**src/rtl/cache_snoop_ctrl_pkg.sv**
```systemverilog
// Shared MESI, snoop-bus and snoop-FSM encodings for the cache snoop path.
package cache_rtl_def;

  typedef enum logic [2:0] {
    MESI_INVALID   = 3'd0,
    MESI_SHARED    = 3'd1,
    MESI_EXCLUSIVE = 3'd2,
    MESI_MODIFIED  = 3'd3
  } mesi_t;

  typedef enum logic [1:0] {
    BUS_NO_REQ     = 2'd0,
    BUS_READ       = 2'd1,
    BUS_INVALIDATE = 2'd2,
    BUS_RWITM      = 2'd3
  } bus_req_t;

  typedef enum logic [1:0] {
    BUS_NO_RSP          = 2'd0,
    BUS_SNOOP_FOUND_RSP = 2'd1
  } bus_rsp_t;

  typedef enum logic [2:0] {
    SNP_IDLE = 3'd0,
    SNP_ARB  = 3'd1,
    SNP_RD   = 3'd2,
    SNP_CHK  = 3'd3,
    SNP_WB   = 3'd4,
    SNP_UPD  = 3'd5,
    SNP_RSP  = 3'd6
  } snoop_state_t;

endpackage

```
**src/rtl/fsm_bus_req_ctrl.sv**
```systemverilog
// Combinational MESI transition for a snooped bus request against a resident line:
// next state, whether dirty data must be written back, and the bus response.
module fsm_bus_req_ctrl
  import cache_rtl_def::*;
(
  input  logic [2:0] state,
  input  logic [1:0] bus_req,
  output logic [2:0] nxt_state,
  output logic       write_back,
  output logic [1:0] send_bus_rsp
);

  always_comb begin
    nxt_state    = state;
    write_back   = 1'b0;
    send_bus_rsp = BUS_NO_RSP;
    if (mesi_t'(state) != MESI_INVALID) begin
      case (bus_req_t'(bus_req))
        BUS_READ: begin
          nxt_state    = MESI_SHARED;
          write_back   = (mesi_t'(state) == MESI_MODIFIED);
          send_bus_rsp = BUS_SNOOP_FOUND_RSP;
        end
        // The requester is about to overwrite the line, so dirty data is dropped.
        BUS_INVALIDATE: begin
          nxt_state = MESI_INVALID;
        end
        BUS_RWITM: begin
          nxt_state    = MESI_INVALID;
          write_back   = (mesi_t'(state) == MESI_MODIFIED);
          send_bus_rsp = BUS_SNOOP_FOUND_RSP;
        end
        default: ;
      endcase
    end
  end

endmodule

```
**src/rtl/cache_snoop_ctrl.sv**
```systemverilog
// Serialises snoop requests through lookup, optional write-back and state update of
// the shared tag/state array; the array stays locked from arbitration to response.
module cache_snoop_ctrl
  import cache_rtl_def::*;
#(
  parameter int  ADDR_W = 32,
  parameter int  IDX_W  = 6,
  parameter int  OFF_W  = 4,
  localparam int TAG_W  = ADDR_W - IDX_W - OFF_W
) (
  input  logic              clk,
  input  logic              rst,
  input  logic              bus_req_vld,
  output logic              bus_req_rdy,
  input  logic [1:0]        bus_req,
  input  logic [ADDR_W-1:0] bus_addr,
  output logic              bus_rsp_vld,
  output logic [1:0]        bus_rsp,
  output logic              arr_req,
  input  logic              arr_gnt,
  output logic              arr_rd_en,
  output logic [IDX_W-1:0]  arr_idx,
  input  logic [TAG_W-1:0]  arr_rd_tag,
  input  logic [2:0]        arr_rd_state,
  output logic              arr_wr_en,
  output logic [2:0]        arr_wr_state,
  output logic              wb_req_vld,
  input  logic              wb_req_rdy,
  output logic [IDX_W-1:0]  wb_idx,
  output logic [TAG_W-1:0]  wb_tag,
  output logic              busy
);

  snoop_state_t     state, nxt;
  logic [1:0]       req_q;
  logic [IDX_W-1:0] idx_q;
  logic [TAG_W-1:0] tag_q;
  logic             hit_q;
  logic [2:0]       nst_q;
  logic [1:0]       rsp_q;

  logic             hit;
  logic             accept;
  logic [2:0]       sm_nxt;
  logic             sm_wb;
  logic [1:0]       sm_rsp;
  logic             unused_off;

  assign unused_off = ^bus_addr[OFF_W-1:0];

  fsm_bus_req_ctrl u_bus_req_ctrl (
    .state        (arr_rd_state),
    .bus_req      (req_q),
    .nxt_state    (sm_nxt),
    .write_back   (sm_wb),
    .send_bus_rsp (sm_rsp)
  );

  assign hit    = (arr_rd_tag == tag_q) && (mesi_t'(arr_rd_state) != MESI_INVALID);
  assign accept = (state == SNP_IDLE) && bus_req_vld && (bus_req_t'(bus_req) != BUS_NO_REQ);

  always_ff @(posedge clk) begin
    if (rst) begin
      state <= SNP_IDLE;
      req_q <= '0;
      idx_q <= '0;
      tag_q <= '0;
      hit_q <= 1'b0;
      nst_q <= '0;
      rsp_q <= '0;
    end else begin
      state <= nxt;
      if (accept) begin
        req_q <= bus_req;
        idx_q <= bus_addr[OFF_W +: IDX_W];
        tag_q <= bus_addr[ADDR_W-1 -: TAG_W];
      end
      if (state == SNP_CHK) begin
        hit_q <= hit;
        nst_q <= sm_nxt;
        rsp_q <= sm_rsp;
      end
    end
  end

  always_comb begin
    nxt         = state;
    bus_req_rdy = 1'b0;
    bus_rsp_vld = 1'b0;
    bus_rsp     = BUS_NO_RSP;
    arr_req     = 1'b0;
    arr_rd_en   = 1'b0;
    arr_wr_en   = 1'b0;
    wb_req_vld  = 1'b0;
    case (state)
      SNP_IDLE: begin
        bus_req_rdy = 1'b1;
        if (accept) nxt = SNP_ARB;
      end
      SNP_ARB: begin
        arr_req = 1'b1;
        if (arr_gnt) nxt = SNP_RD;
      end
      SNP_RD: begin
        arr_req   = 1'b1;
        arr_rd_en = 1'b1;
        nxt       = SNP_CHK;
      end
      SNP_CHK: begin
        arr_req = 1'b1;
        if (!hit)       nxt = SNP_RSP;
        else if (sm_wb) nxt = SNP_WB;
        else            nxt = SNP_UPD;
      end
      SNP_WB: begin
        arr_req    = 1'b1;
        wb_req_vld = 1'b1;
        if (wb_req_rdy) nxt = SNP_UPD;
      end
      SNP_UPD: begin
        arr_req   = 1'b1;
        arr_wr_en = 1'b1;
        nxt       = SNP_RSP;
      end
      SNP_RSP: begin
        arr_req     = 1'b1;
        bus_rsp_vld = 1'b1;
        bus_rsp     = hit_q ? rsp_q : BUS_NO_RSP;
        nxt         = SNP_IDLE;
      end
      default: nxt = SNP_IDLE;
    endcase
  end

  assign arr_idx      = idx_q;
  assign arr_wr_state = nst_q;
  assign wb_idx       = idx_q;
  assign wb_tag       = tag_q;
  assign busy         = (state != SNP_IDLE);

endmodule

```
**config.mk**
```make
export PLATFORM = sky130hd
export DESIGN_NAME = cache_snoop_ctrl
export DESIGN_NICKNAME = d
export VERILOG_FILES = /design/src/rtl/cache_snoop_ctrl_pkg.sv /design/src/rtl/fsm_bus_req_ctrl.sv /design/src/rtl/cache_snoop_ctrl.sv
export SDC_FILE = /design/constraint.sdc
export NUM_CORES = 1
export LEC_CHECK = 0
export BUFFER_PORTS_ARGS = -buffer_cell sky130_fd_sc_hd__buf_2
export CAP_MARGIN = 20
export CORE_MARGIN = 2
export CORE_UTILIZATION = 44
export CTS_BUF_LIST = sky130_fd_sc_hd__clkbuf_4
export CTS_CLUSTER_DIAMETER = 100
export DETAILED_ROUTE_END_ITERATION = 8
export GPL_TIMING_DRIVEN = 0
export PLACE_DENSITY = 0.82
export SKIP_CTS_REPAIR_TIMING = 1
export SLEW_MARGIN = 20
export SYNTH_ARGS = -nofsm -noshare
export SYNTH_HDL_FRONTEND = slang
export SYNTH_SLANG_ARGS = --single-unit
```
**constraint.sdc**
```tcl
create_clock -name clk -period 1.75 [get_ports clk]
set_clock_uncertainty 0.15 [all_clocks]
set_input_delay 0.175 -clock clk [delete_from_list [all_inputs] [get_ports clk]]
set_output_delay 0.175 -clock clk [all_outputs]
set_load 0.005 [all_outputs]
```
# Yosys cells after proc, flatten, opt, wreduce, memory -nomap -nowiden
# Index checks and enable logic that the tools add are counted.
# op_classes
n_addsub	0
n_reduce_logical	11
eq_ne	14
n_mux	20
n_lt_le_gt_ge	0
multipliers	0
bitwise	0
n_div	0
shifts	0
# op_table
cell	n
22-bit == test	1
3-bit case mux with 6 select lines	1
3-bit 2-to-1 mux	4
1-bit 2-to-1 mux	10
3-bit by 2-bit == test with 1-bit output, second input constant	3
3-bit == test, second input constant	3
2-bit 2-to-1 mux	4
2-bit inequality test, second input constant	3
3-bit case mux with 2 select lines	1
3-bit nonzero test	2
6-bit OR reduction	1
2-bit == test, second input constant	2
2-bit OR reduction	2
3-bit by 1-bit == test with 1-bit output, second input constant	1
1-bit logical AND	3
3-bit logical NOT	1
3-bit AND reduction	1
2-bit by 1-bit == test with 1-bit output, second input constant	1
2-bit nonzero test	1
# word_totals
elab_cells	52
ram_bits	0
memories	0
romBits	0
ff_bits	39
latchBits	0
out_inout_bits	46
input_bits	64

# Longest topological paths before layout
# depth
depth_word	7
depth_mapped	7
depth_no_buf	4

# Modules after synthesis
# Synthesis repeated with hierarchy kept, for this count alone.
# hier_totals
cells_unflattened	238
area_unflattened_um2	1879.3
# by_module_without_submodules
module	area_each_um2	instances	cells_each	seq_area_each_um2
cache_snoop_ctrl	1819.2	1	229	780.7
fsm_bus_req_ctrl	60.1	1	9	0.0

# Worst setup path before layout
# Ideal clock, no wire load.
# synth_timing
path_kind	register -> register
startpoint	register state[1]
endpoint	register state[0]
path_buffers	1
stages_incl_launch_ff	5
t_required_ns	1.512
period_less_slack_ns	1.559
slack_ns	0.191
t_arrival_ns	1.321
setup_ns	0.088
path_cell_list	dfxtp_1 > buf_6 > nand3b_4 > or4_4 > o32ai_2
# synth_via
elab_chain_cells	5
word_cells_on_any_way	13
cone_classes	eq/ne: 8; mux: 1; reduce/logical: 4
# synth_rtl
item	line_no	text
from (decl)	cache_snoop_ctrl.sv:34	snoop_state_t state, nxt;
from (signal assigned)	cache_snoop_ctrl.sv:72	state <= nxt;
3-bit logical NOT	cache_snoop_ctrl.sv:60, cache_snoop_ctrl.sv:95	
1-bit logical AND (2 in series)	cache_snoop_ctrl.sv:60	assign accept = (state == SNP_IDLE) && bus_req_vld && (bus_req_t'(bus_req) != BUS_NO_REQ);
2-bit inequality test (no line)	-	
3-bit AND reduction (no line)	-	
# Parallel ways exist; a longest one is shown, timed or not.
# A chain may end at the register's enable or synchronous reset.

# Worst setup path in the final report
# layout_timing
startpoint	register state[0]
endpoint	register state[0]
# Same word-level chain as after synthesis.

==> implementation parameters <==
Parameter                              Value

Global routing
  Tot GR Track Use ... 20.0%
  First-pass GRT wire length ... 6930 um
  Via count of the first global-routing pass ... 1564
  Antenna violations before repair ... 0
  Maximum number of pins on one net before global-route repair ... 12
  Gr ovfl total ... 0

Floorplanning
  Count of standard-cell rows ... 23
  Area of the die ... 4630 sq um
  Number of top-level pins ... 110
  Y dimension of the die ... 68.1 um
  Initial core utilization ... 45.5%
  Core area ... 3970 sq um
  Die extent in x ... 68.1 um

Yosys
  Mean Syn Cell Area ... 7.99 sq um
  Cell type contributing the most total cell area after synthesis ... sky130_fd_sc_hd__dfxtp_1
  Syn Inst Count ... 226
  Post-synth EDFFs ... 0
  Dominant synthesized flop cell ... sky130_fd_sc_hd__dfxtp_1
  Synth top area cells ... sky130_fd_sc_hd__dfxtp_1 (42%), sky130_fd_sc_hd__nand2_1 (13%), sky130_fd_sc_hd__a21oi_1 (9.4%)
  Mapped cell area ... 1810 sq um
  Async set-or-reset flop fraction in the synthesized netlist ... 0%
  Yosys synthesis warning count ... 0
  Proportion of netlist area held by the largest area contributor ... 42.1%
  Sequential fraction of the synthesis area ... 42.1%
  Number of synthesized register bits ... 38
  Synth cell types ... 36
  Synthesized netlist net count ... 290

Finish
  Relative area change from synthesis to final layout ... 56.5%
  Filler Cell Count ... 318
  Layout cell share with drive strength beyond 1 ... 36.8%
  Count of inserted antenna diode cells ... 0
  Final nets ... 436

Timing
  Upper clock frequency limit ... 590 MHz
  Portion of the clock cycle consumed by the worst path in the final layout ... 96.8%
  Setup repair after global routing missed its margin ... yes
  Worst max-slew margin expressed relative to the limit ... 66.5%
  Post-route setup TNS ... 0 ns
  Minimum period implied by the final worst setup slack ... 1.69 ns
  Worst hold margin ... 0.0124 ns
  Final hold viol count ... 0
  Max-slew violation count ... 0
  Transition time at the pin with the least slew margin ... 0.503 ns
  Final setup violating endpoints ... 0

Clock network
  Root buffer cell ... sky130_fd_sc_hd__clkbuf_4
  CTS tree ... done
  Clock slew at reported path FFs ... 0.10 ns
  Skew-Pair Late Insertion Delay ... 0.33 ns
  Clock tree sinks ... 38
  H-tree depth ... 2
  TritonCTS buffer count ... 5
  Maximum buffer depth of the clock tree ... 2

Drt
  Number of design-rule violations left by the first detailed-router iteration ... 146
  Average wire per cell in the routed design ... 13.0 um
  Total length of routed wires ... 5470 um
  Count of unresolved DRC violations after routing ... 0
  Detailed Routing Iterations Pass 1 ... 4
  Number of vias per cell after detailed routing ... 4.95
  Number of vias after detailed routing ... 2087
  Antenna-violating nets left ... 0

Critical path
  Startpoint type of the worst setup path ... flop
  Largest fanout of any net on the critical path ... 10
  Timing startpoint of the critical path ... state[0]$_SDFFE_PP0P_
  Worst path arrival time ... 1.78 ns
  Worst setup path class ... reg2reg
  Reg-to-Reg Start ... state[0]$_SDFFE_PP0P_
  Worst Path Required ... 1.84 ns
  Category of the worst setup path capture point ... flop

Pwr
  Clock network power share ... 27.3%
  Highest ir drop seen on vdd ... 0.000567 V
  Switch Pwr ... 549 uW
  Sequential group share of total power ... 47.7%
  Combinational Power Share ... 24.9%
  Power Density ... 717 nW/um^2
  Switching Share ... 27.1%
  Static leakage power ... 1.41 nW
  Power Internal ... 1.48 mW

Run
  Maximum Capacitance Violations ... 0

Placement
  Detail Placement HPWL ... 3640 um
  Gpl congestion ... 0.764
  Port Buffers ... 104

Outcome
  Run status ... complete, no violations

Worst hold path
  Beginning of the worst hold path ... rst
  HP Class ... in2reg
==> cells by family after synthesis <==
group / Yosys count / synth area share (%)
other: 1 / 0.208
AO/OA/AOI/OAI: 43 / 13.8
buffers and inverters: 21 / 6.93
XOR/XNOR: 22 / 10.7
flip-flops: 38 / 42.1
AND/OR/NAND/NOR: 101 / 26.3
==> layer usage <==
| layer | track usage [%] | share of wire, % | vias up |
|---|---|---|---|
| li1 | - | - | 1043 |
| met1 | 25.1 | 40 | 943 |
| met2 | 32.6 | 51 | 95 |
| met3 | 6.58 | 8.7 | 6 |
| met4 | 6.00 | 0.91 | 0 |
| met5 | 0 | 0 | - |
==> final timing paths <==
path                                       end  slack [ns]  cells past startpoint
setup / recovery         state[0]$_SDFFE_PP0P_        0.06                      5
setup reg to reg         state[0]$_SDFFE_PP0P_        0.06                      5
hold / removal              hit_q$_SDFFE_PP0P_        0.01                      3
hold reg to reg   arr_wr_state[2]$_SDFFE_PP0P_        0.31                      2
==> cells in the mapped netlist, types with 2 or more instances <==
cell type	instances
sky130_fd_sc_hd__nand2_1	63
sky130_fd_sc_hd__dfxtp_1	38
sky130_fd_sc_hd__a21oi_1	34
sky130_fd_sc_hd__xor2_1	18
sky130_fd_sc_hd__nor2_1	11
sky130_fd_sc_hd__buf_4	10
sky130_fd_sc_hd__clkbuf_1	5
sky130_fd_sc_hd__nand3_1	5
sky130_fd_sc_hd__nor4_1	5
sky130_fd_sc_hd__xnor2_1	4
sky130_fd_sc_hd__and3_1	3
sky130_fd_sc_hd__buf_1	2
sky130_fd_sc_hd__inv_1	2
sky130_fd_sc_hd__nor3_1	2
sky130_fd_sc_hd__nor3b_1	2
sky130_fd_sc_hd__o21a_1	2
==> power by group through the flow <==
stage	Sequential [mW]	Combinational (mW)	Clock, mW
2_1_floorplan	0.985	0.230	0
3_3_place_gp	0.983	0.412	0
3_5_place_dp	0.985	0.421	0
4_1_cts	0.966	0.422	0.575
5_1_grt	0.976	0.563	0.605
6_report	0.968	0.506	0.554
==> through the flow <==
stage / worst slack (ns) / std cells / cell area, sq um / power, mW / util, %
after CTS: -0.173 / 387 / 2460 / 1.96 / 61.9
final: 0.0563 / 422 / 2830 / 2.03 / 71.2
after global routing: -0.0267 / 422 / 2830 / 2.14 / 71.2
after global placement: -0.0587 / 380 / 2390 / 1.40 / 60.1
after floorplan: 0.191 / 226 / 1810 / 1.21 / -
after detailed placement: -0.0982 / 380 / 2390 / 1.41 / 60.1
==> critical path: stages, from the launching register on <==
cell                       delay, ns
sky130_fd_sc_hd__dfxtp_2        0.34
sky130_fd_sc_hd__buf_6          0.13
sky130_fd_sc_hd__buf_4          0.12
sky130_fd_sc_hd__nand3b_4       0.14
sky130_fd_sc_hd__or4_4          0.54
sky130_fd_sc_hd__o32ai_2        0.19
==> state kept, by name, indices dropped and copies added, names as in the netlist <==
name / count
wb_tag: 22
req_q: 2
rsp_q: 1
hit_q: 1
arr_wr_state: 3
state: 3
arr_idx: 6
==> cell type report <==
type / count / area [sq um] / area share (%)
inverters: 2 / 7.51 / 0.266
plain buffers: 19 / 130 / 4.60
clock inverters: 2 / 33.8 / 1.20
well taps: 50 / 62.6 / 2.21
flip-flops and latches: 38 / 763 / 27.0
clock buffers: 5 / 37.5 / 1.33
repair buffers: 139 / 863 / 30.5
multi-input cells: 167 / 928 / 32.8
==> cell usage in the layout (no fill, tap or decap), types with 2 or more instances in the layout <==
cell type and n:
sky130_fd_sc_hd__xnor2_1 4, sky130_fd_sc_hd__nand2_1 62, sky130_fd_sc_hd__clkbuf_1 2, sky130_fd_sc_hd__nor2_1 11, sky130_fd_sc_hd__buf_2 104, sky130_fd_sc_hd__and3_1 3
sky130_fd_sc_hd__o21a_1 2, sky130_fd_sc_hd__inv_1 2, sky130_fd_sc_hd__dfxtp_2 2, sky130_fd_sc_hd__a21oi_1 34, sky130_fd_sc_hd__clkbuf_4 7, sky130_fd_sc_hd__nand3_1 5
sky130_fd_sc_hd__dlygate4sd3_1 32, sky130_fd_sc_hd__nor4_1 4, sky130_fd_sc_hd__nor3_1 2, sky130_fd_sc_hd__buf_1 2, sky130_fd_sc_hd__buf_6 2, sky130_fd_sc_hd__dfxtp_1 36
sky130_fd_sc_hd__buf_4 12, sky130_fd_sc_hd__clkbuf_2 2, sky130_fd_sc_hd__xor2_1 18, sky130_fd_sc_hd__nor3b_1 2
Power figures use the tool's default switching activity.
